File: config.mk
export PLATFORM = sky130hd
export DESIGN_NAME = alu_issue_ctrl
export DESIGN_NICKNAME = d
export VERILOG_FILES = /design/src/rtl/alu_issue_ctrl.sv
export SDC_FILE = /design/constraint.sdc
export NUM_CORES = 2
export LEC_CHECK = 0
export CAP_MARGIN = 20
export CELL_PAD_IN_SITES_DETAIL_PLACEMENT = 1
export CELL_PAD_IN_SITES_GLOBAL_PLACEMENT = 2
export CORE_MARGIN = 2
export CORE_UTILIZATION = 42
export CTS_BUF_LIST = sky130_fd_sc_hd__clkbuf_16
export CTS_CLUSTER_DIAMETER = 100
export DETAILED_ROUTE_END_ITERATION = 7
export PLACE_DENSITY_LB_ADDON = 0.12
export SYNTH_ARGS = -nofsm -noshare
export SYNTH_HDL_FRONTEND = slang
export SYNTH_SLANG_ARGS = --single-unit
File: constraint.sdc
create_clock -name CLK -period 3.91 [get_ports CLK]
set_clock_uncertainty 0.1 [all_clocks]
set_input_delay 0.782 -clock CLK [delete_from_list [all_inputs] [get_ports CLK]]
set_output_delay 0.782 -clock CLK [all_outputs]
set_load 0.005 [all_outputs]
File: src/rtl/alu_issue_ctrl.sv
// Issue/write-back sequencer wrapped around a combinational ALU.
// Owns the 32-entry register file and the architectural zero flag; one instruction in flight at a time.
module alu_issue_ctrl #(
  parameter int NREGS = 32,
  parameter int DW    = 32
) (
  input  logic                     CLK,
  input  logic                     RST_N,
  input  logic [31:0]              INSTR,
  input  logic                     INSTR_VALID,
  output logic                     INSTR_READY,
  output logic [DW-1:0]            OP1,
  output logic [DW-1:0]            OP2,
  output logic [2:0]               ALUSel,
  input  logic [DW-1:0]            ALU_RES,
  input  logic                     ALU_Z,
  output logic                     DONE,
  output logic                     ERR,
  output logic                     ZFLAG,
  input  logic [$clog2(NREGS)-1:0] DBG_ADDR,
  output logic [DW-1:0]            DBG_DATA
);

  localparam int AW = $clog2(NREGS);
  localparam logic [2:0] SEL_DIV = 3'b011;
  localparam logic [2:0] SEL_BAD = 3'b111;

  typedef enum logic [2:0] {
    S_IDLE,
    S_DECODE,
    S_EXEC,
    S_WB,
    S_RETIRE
  } state_t;

  state_t        state;
  logic [2:0]    sel_q;
  logic [AW-1:0] rd_q;
  logic [AW-1:0] rs1_q;
  logic [AW-1:0] rs2_q;
  logic [DW-1:0] regs [NREGS];
  logic [DW-1:0] rs1_val;
  logic [DW-1:0] rs2_val;
  logic          reject;
  logic          unused_instr;

  assign unused_instr = ^INSTR[13:0];
  assign rs1_val      = regs[rs1_q];
  assign rs2_val      = regs[rs2_q];
  assign DBG_DATA     = regs[DBG_ADDR];
  assign reject       = (sel_q == SEL_BAD) || ((sel_q == SEL_DIV) && (rs2_val == '0));

  // Instruction fields are plain data: captured on the handshake, no reset needed.
  always_ff @(posedge CLK) begin
    if (state == S_IDLE && INSTR_VALID) begin
      sel_q <= INSTR[31:29];
      rd_q  <= INSTR[28:24];
      rs1_q <= INSTR[23:19];
      rs2_q <= INSTR[18:14];
    end
  end

  always_ff @(posedge CLK or negedge RST_N) begin
    if (!RST_N) begin
      state       <= S_IDLE;
      INSTR_READY <= 1'b1;
      OP1         <= '0;
      OP2         <= '0;
      ALUSel      <= 3'b000;
      ZFLAG       <= 1'b0;
      DONE        <= 1'b0;
      ERR         <= 1'b0;
      for (int i = 0; i < NREGS; i++) regs[i] <= '0;
    end else begin
      DONE <= 1'b0;
      ERR  <= 1'b0;
      case (state)
        S_IDLE: begin
          if (INSTR_VALID) begin
            INSTR_READY <= 1'b0;
            state       <= S_DECODE;
          end
        end
        S_DECODE: begin
          // A rejected instruction retires without touching operands, select or flags.
          if (reject) begin
            DONE  <= 1'b1;
            ERR   <= 1'b1;
            state <= S_RETIRE;
          end else begin
            OP1    <= rs1_val;
            OP2    <= rs2_val;
            ALUSel <= sel_q;
            state  <= S_EXEC;
          end
        end
        S_EXEC: state <= S_WB;
        S_WB: begin
          if (rd_q != '0) regs[rd_q] <= ALU_RES;
          ZFLAG <= ALU_Z;
          DONE  <= 1'b1;
          state <= S_RETIRE;
        end
        S_RETIRE: begin
          INSTR_READY <= 1'b1;
          state       <= S_IDLE;
        end
        default: begin
          INSTR_READY <= 1'b1;
          state       <= S_IDLE;
        end
      endcase
    end
  end

endmodule

Yosys cells after proc, flatten, opt, wreduce, memory -nomap -nowiden
Index checks and enable logic that the tools add are counted.

Bits of input ports: 73. Flip-flop bits (word level): 1116. Output and inout port bits: 103. Logic and storage cells: 92.

Mux-type cells: 20. Bitwise logic cells: 6. Equality and inequality tests: 6. Order comparisons: 5. Reductions and logical operators: 11.

Operator list (count): bitwise mux 1024 bit (1); binary-select mux 32 bit (select 5 bit) (3); 2-to-1 mux 32 bit (7); demux 32 bit (select 5 bit) (1); zero test 32 bit (1); greater-or-equal comparator 6 bit, second input constant (4); inverter 5 -> 6 bit (4); one-hot mux 3 bit (4 select lines) (1); == test 3 x 2 -> 1 bit, second input constant (3); less-than comparator 6 x 1 -> 1 bit, second input constant (1); 2-to-1 mux 3 bit (2); AND reduction 2 bit (3); nonzero test 5 bit (1); one-hot mux 1 bit (2 select lines) (2); == test 3 x 1 -> 1 bit, second input constant (1); == test 3 bit, second input constant (1); logical AND 1 bit (3); zero test 3 bit (1); 2-to-1 mux 1 bit (3); OR reduction 3 bit (1); inequality test 2 bit, second input constant (1); inverter 1 bit (2); logical OR 1 bit (1).

Depth between registers and ports, before layout
Word-level depth: 9. Depth in mapped cells: 15. Mapped depth without buffers: 10.

Worst setup path after synthesis
OpenSTA, ideal clock, no wires.

Path kind: in2out. Start point: input port DBG_ADDR[0]. End point: output port DBG_DATA[0]. Buffers on the path: 3. Data required time: 3.028 ns. Stages on the path: 6. Slack: -0.168 ns. Arrival time: 3.196 ns. Cells stage by stage: clkbuf_1 > buf_1 > buf_1 > mux4_2 > mux4_2 > mux2_2.

Longest elaborated chain between the ends: 4.

Ends and longest elaborated chain: start, declared (line 20) `input logic [$clog2(NREGS)-1:0] DBG_ADDR,`; inverter 5 -> 6 bit (not written as such) (line 50) `assign DBG_DATA = regs[DBG_ADDR];`; binary-select mux 32 bit (select 5 bit) (line 50); 2-to-1 mux 32 bit (not written as such) (2 in a row) (line 50); end, declared (line 21) `output logic [DW-1:0] DBG_DATA`.

Every way passes these cells. The select of a mux whose other input is x is not followed.

Worst setup path in the final report
Start point: register rs2_q[0]. End point: register OP1[29].

Longest elaborated chain between the ends: 9.

Ends and longest elaborated chain: start, declared (line 40) `logic [AW-1:0] rs2_q;`; start signal, assigned (line 59) `rs2_q <= INSTR[18:14];`; inverter 5 -> 6 bit (not written as such) (line 49) `assign rs2_val = regs[rs2_q];`; binary-select mux 32 bit (select 5 bit) (line 49); 2-to-1 mux 32 bit (not written as such) (2 in a row) (line 49); zero test 32 bit (line 51) `assign reject = (sel_q == SEL_BAD) || ((sel_q == SEL_DIV) && (rs2_val == '0));`; logical AND 1 bit (line 51); logical OR 1 bit (line 51); inverter 1 bit (no line); AND reduction 2 bit (no line); end signal, assigned (line 91) `OP1 <= rs1_val;`; end, declared (line 12) `output logic [DW-1:0] OP1,`.

Every way passes these cells. The select of a mux whose other input is x is not followed. A chain may end at the register's enable or synchronous reset.

==> summary.txt <==
Final layout
  – Multi-input logic area: between 30000 and 40000 µm²
  – Nets@finish: 4898
  – Area Growth Syn to Fin: 21.79%
  – Final Util: 0.5153
  – FF/Latch Area: 28020 µm²
  – Post-Layout Cell Count: 6994
  – Share of layout cells above drive strength 1: 0.5320
  – Final instance area: ~81000 µm²
  – Layout fillers: ~15000

Synth
  – Synth Warn #: 0
  – XOR/XNOR Fraction of Synth Area: 0.0001324
  – Yosys cell types: 45
  – Synth Area in Compound Gates: 0.03873
  – Post-Syn Instances: between 4000 and 5000
  – Synthesized Nets: 4549
  – Post-Syn Area: 66160 µm²
  – Number of synthesized flops with an enable pin: 18
  – Async set or reset register ratio after synthesis: 0.9839
  – Mux cell area share after synthesis: 0.4878
  – Synth Area in Simple Gates: 0.01218
  – Largest family of logic cells by synthesized area: multiplexers
  – Syn Area/Cell: approximately 15 µm²
  – Top_reg_cell synth: dfrtp_1
  – Synthesized flop and latch total: 1116
  – Seq/Total Area, Yosys: 0.4235
  – Synth Area in Adders: 0

Worst setup path
  – Crit-path leading delay family: simple AND/OR/NAND/NOR gates
  – Critical path buffers and inverters: 7
  – Crit-path max FO: 9
  – CP Capture Type: flop
  – Arrival time at the worst endpoint: 4630 ps
  – Critical Path RT: roughly 4500 ps
  – Slowest stage delay, CP: 500 ps
  – Critical Path Slowest Stage Cell: edfxtp_1
  – Critical path type: reg -> reg
  – R2R depth: 17
  – RR Startpoint: rs2_q[0]$_DFFE_PP_
  – CP Launch Type: flop
  – Worst path cell trace: and2b_4 -> buf_6 -> buf_12 -> buf_4 -> buf_6 -> a22oi_1 -> nand2_1 -> o22ai_1 -> nor3_1 -> buf_4 -> nand4_1 -> nor2_1 -> and3_4 -> a21bo_4 -> buf_12 -> buf_16 -> mux2_4
  – Crit Reg-Reg Endpoint: OP1[29]$_DFFE_PN0P_
  – Flop2flop setup slack: -150 ps

CTS
  – TritonCTS Sinks: 1116
  – Worst-path clk slew: 60 ps
  – CTS Buf Count: 138
  – Max H-tree Level: 4
  – Worst skew pair latency: 800 ps
  – CTS Root Cell: clkbuf_16
  – CTS tree: built
  – Clock buffer depth: 3

Timing
  – FMAX: between 200 and 250 MHz
  – Hold Fails Final Rpt: 0
  – PnR worst setup slack: -147.1 ps
  – Final setup viols: 57
  – Least-Margin Pin Slew: between 1000 and 1500 ps
  – Fin crit share: 1.038
  – RSZ-0062 raised after global routing: true
  – Max Slew Vio Count: 0
  – Total negative slack: -4780 ps
  – Hold WS: 324.0 ps
  – Normalized max-slew margin: 0.1893
  – Fin crit period: 4057 ps

Detailed routing
  – ANT nets after route: 0
  – Vias post-DR: 45380
  – DRC errors left: 0
  – Final wirelength: between 200000 and 300000 µm
  – Initial DRC Count: 3945
  – DR vias/cell: 6.489
  – 1st-pass router iterations: 7
  – Drt wl/cell: 36.63 µm

Run
  – Max-Cap Viols: 0

Floorplanning
  – Die height: approximately 400 µm
  – Die X-Extent: 400.9 µm
  – Initial core utilization: 0.4231
  – Die area: roughly 160000 µm²
  – Row cnt: 145
  – Num ports: 176
  – Core box area: around 160000 µm²

Power
  – Psw: 19.48 mW
  – Power Internal: approximately 38 mW
  – Clk pwr share: 0.225
  – Comb pwr share: 0.411
  – Worst vdd ir: between 500 and 600 µV
  – Sw frac: 0.3417
  – Power density cells: 707.6 nW/µm²
  – Reg power frac: 0.365
  – Total power: 57.02 mW
  – Leakage power: between 30 and 40 nW

Place
  – Buffers on Ports: 161
  – Pre-CTS setup slack: -366.7 ps
  – Routability cong.: just over 0.8
  – Placed Area: slightly above 70000 µm²
  – Final HPWL from detailed placement: 150100 µm
  – Dpl cells: between 6000 and 7000

Global route
  – Initial antenna violation count: 10
  – Total global routing overflow: 0
  – Largest net degree at the start of global routing: 119
  – Total track usage: 0.3156
  – Vias in the first global route: 47430
  – First-pass GRT wire length: 364300 µm

Status
  – Violated checks: negative setup slack
  – Status: complete, but fails checks

Worst hold path
  – Hold Crit Depth: 0
  – Hold_sp: regs[1006]$_DFFE_PN0P_
  – Worst Hold End: regs[1006]$_DFFE_PN0P_
  – Hold Path Class: reg -> reg
## synth_stat cells, types with 18 or more instances
| library cell | count | area (µm²) |
|---|---|---|
| mux2_2 | 1126 | 12680 |
| dfrtp_1 | 1097 | 27450 |
| mux4_2 | 640 | 14410 |
| mux2i_1 | 490 | 4905 |
| clkbuf_1 | 284 | 1066 |
| a22oi_1 | 184 | 1381 |
| buf_1 | 119 | 446.7 |
| nand2_1 | 87 | 326.6 |
| a211oi_1 | 63 | 473.0 |
| o21ai_1 | 50 | 250.2 |
| buf_2 | 42 | 210.2 |
| buf_6 | 37 | 416.7 |
| inv_1 | 34 | 127.6 |
| o22ai_1 | 32 | 200.2 |
| nor3_1 | 28 | 140.1 |
| buf_4 | 24 | 180.2 |
| edfxtp_1 | 18 | 540.5 |
## flip-flops by register name (all words and copies together), names as in the netlist
| register | flops |
|---|---|
| INSTR_READY | 1 |
| sel_q | 3 |
| rd_q | 5 |
| regs | 1024 |
| state | 3 |
| ALUSel | 3 |
| rs1_q | 5 |
| DONE | 1 |
| ERR | 1 |
| rs2_q | 5 |
| OP1 | 32 |
| OP2 | 32 |
| ZFLAG | 1 |
## metal layers
layer	share of wire	routed length, µm	vias up	track usage
met5	0.00015	39	-	0
met4	0.037	9500	6	0.1149
met3	0.058	14900	414	0.04885
met2	0.47	121400	1626	0.5063
met1	0.43	110400	25020	0.4351
li1	-	-	18320	-
## cell usage in the layout (no fill, tap or decap), types with 11 or more instances in the layout
cell,instances
dfrtp_1,1097
mux2_2,1096
mux4_2,640
mux2i_1,486
buf_4,291
a22oi_1,179
clkbuf_16,154
buf_12,150
clkdlybuf4s50_1,125
inv_1,69
nand2_1,68
a211oi_1,56
o21ai_1,48
buf_6,48
mux2_4,47
buf_16,39
clkinv_1,29
o22ai_1,21
nand2_4,19
buf_8,18
edfxtp_1,18
a21oi_1,16
nor3_2,15
dlymetal6s2s_1,14
nor3_1,13
clkinv_2,13
bufinv_16,12
o22ai_2,11
## logic make-up (layout without fill, tap and decap cells)
logic type                after synthesis  after routing
AOI/OAI and AO/OA                     368            368
xor gates and xnor gates                1              1
buffers and inverters                 543           1001
DFF                                  1116           1116
muxes                                2275           2275
other                                   0              2
and+or+nand+nor                       173            173
## final cells by class
type | count | share of cell area
inverters | 34 | 0.001584
flip-flops and latches | 1116 | 0.3477
clock buffers | 145 | 0.04503
multi-input cells | 2817 | 0.4506
well taps | 2058 | 0.03196
repair buffers | 718 | 0.1130
clock inverters | 104 | 0.01000
diodes | 2 | 0.00006211
## power by group through the flow
stage          combinational (mW)  clock, mW  sequential, mW
2_1_floorplan                14.9          0            19.1
3_3_place_gp                 21.3          0            20.4
3_5_place_dp                 21.6          0            20.7
4_1_cts                      23.0       13.1            20.6
5_1_grt                      24.7       13.5            21.4
6_report                     23.4       12.8            20.8
## worst register-to-register path, stage by stage (launching register included)
cell	delay (ps)
edfxtp_1	500
and2b_4	350
buf_6	110
buf_12	140
buf_4	200
buf_6	200
a22oi_1	120
nand2_1	120
o22ai_1	90
nor3_1	230
buf_4	190
nand4_1	230
nor2_1	170
and3_4	290
a21bo_4	210
buf_12	160
buf_16	180
mux2_4	370
## how the worst max path moves through the flow
| stage | start | to | slack [ps] | depth (start not counted) |
|---|---|---|---|---|
| 6_report | rs2_q[0]$_DFFE_PP_ | OP1[29]$_DFFE_PN0P_ | -150 | 17 |
| 5_1_grt | rs2_q[0]$_DFFE_PP_ | OP1[5]$_DFFE_PN0P_ | -220 | 17 |
| 4_1_cts | DBG_ADDR[0] | DBG_DATA[8] | -130 | 7 |
| 3_5_place_dp | rs2_q[2]$_DFFE_PP_ | OP1[22]$_DFFE_PN0P_ | -370 | 14 |
| 3_3_place_gp | rs2_q[2]$_DFFE_PP_ | OP1[25]$_DFFE_PN0P_ | -360 | 14 |
| 2_1_floorplan | DBG_ADDR[0] | DBG_DATA[0] | 20 | 6 |
## timing repair
action,CTS,global route
gates resized for setup,129,94
buffers inserted,80,61
setup endpoints to repair,97,85
hold endpoints to repair,31,0
cloned,20,7
hold buffers,1,0
pin swaps,19,23
(Power assumes the default switching activity.)
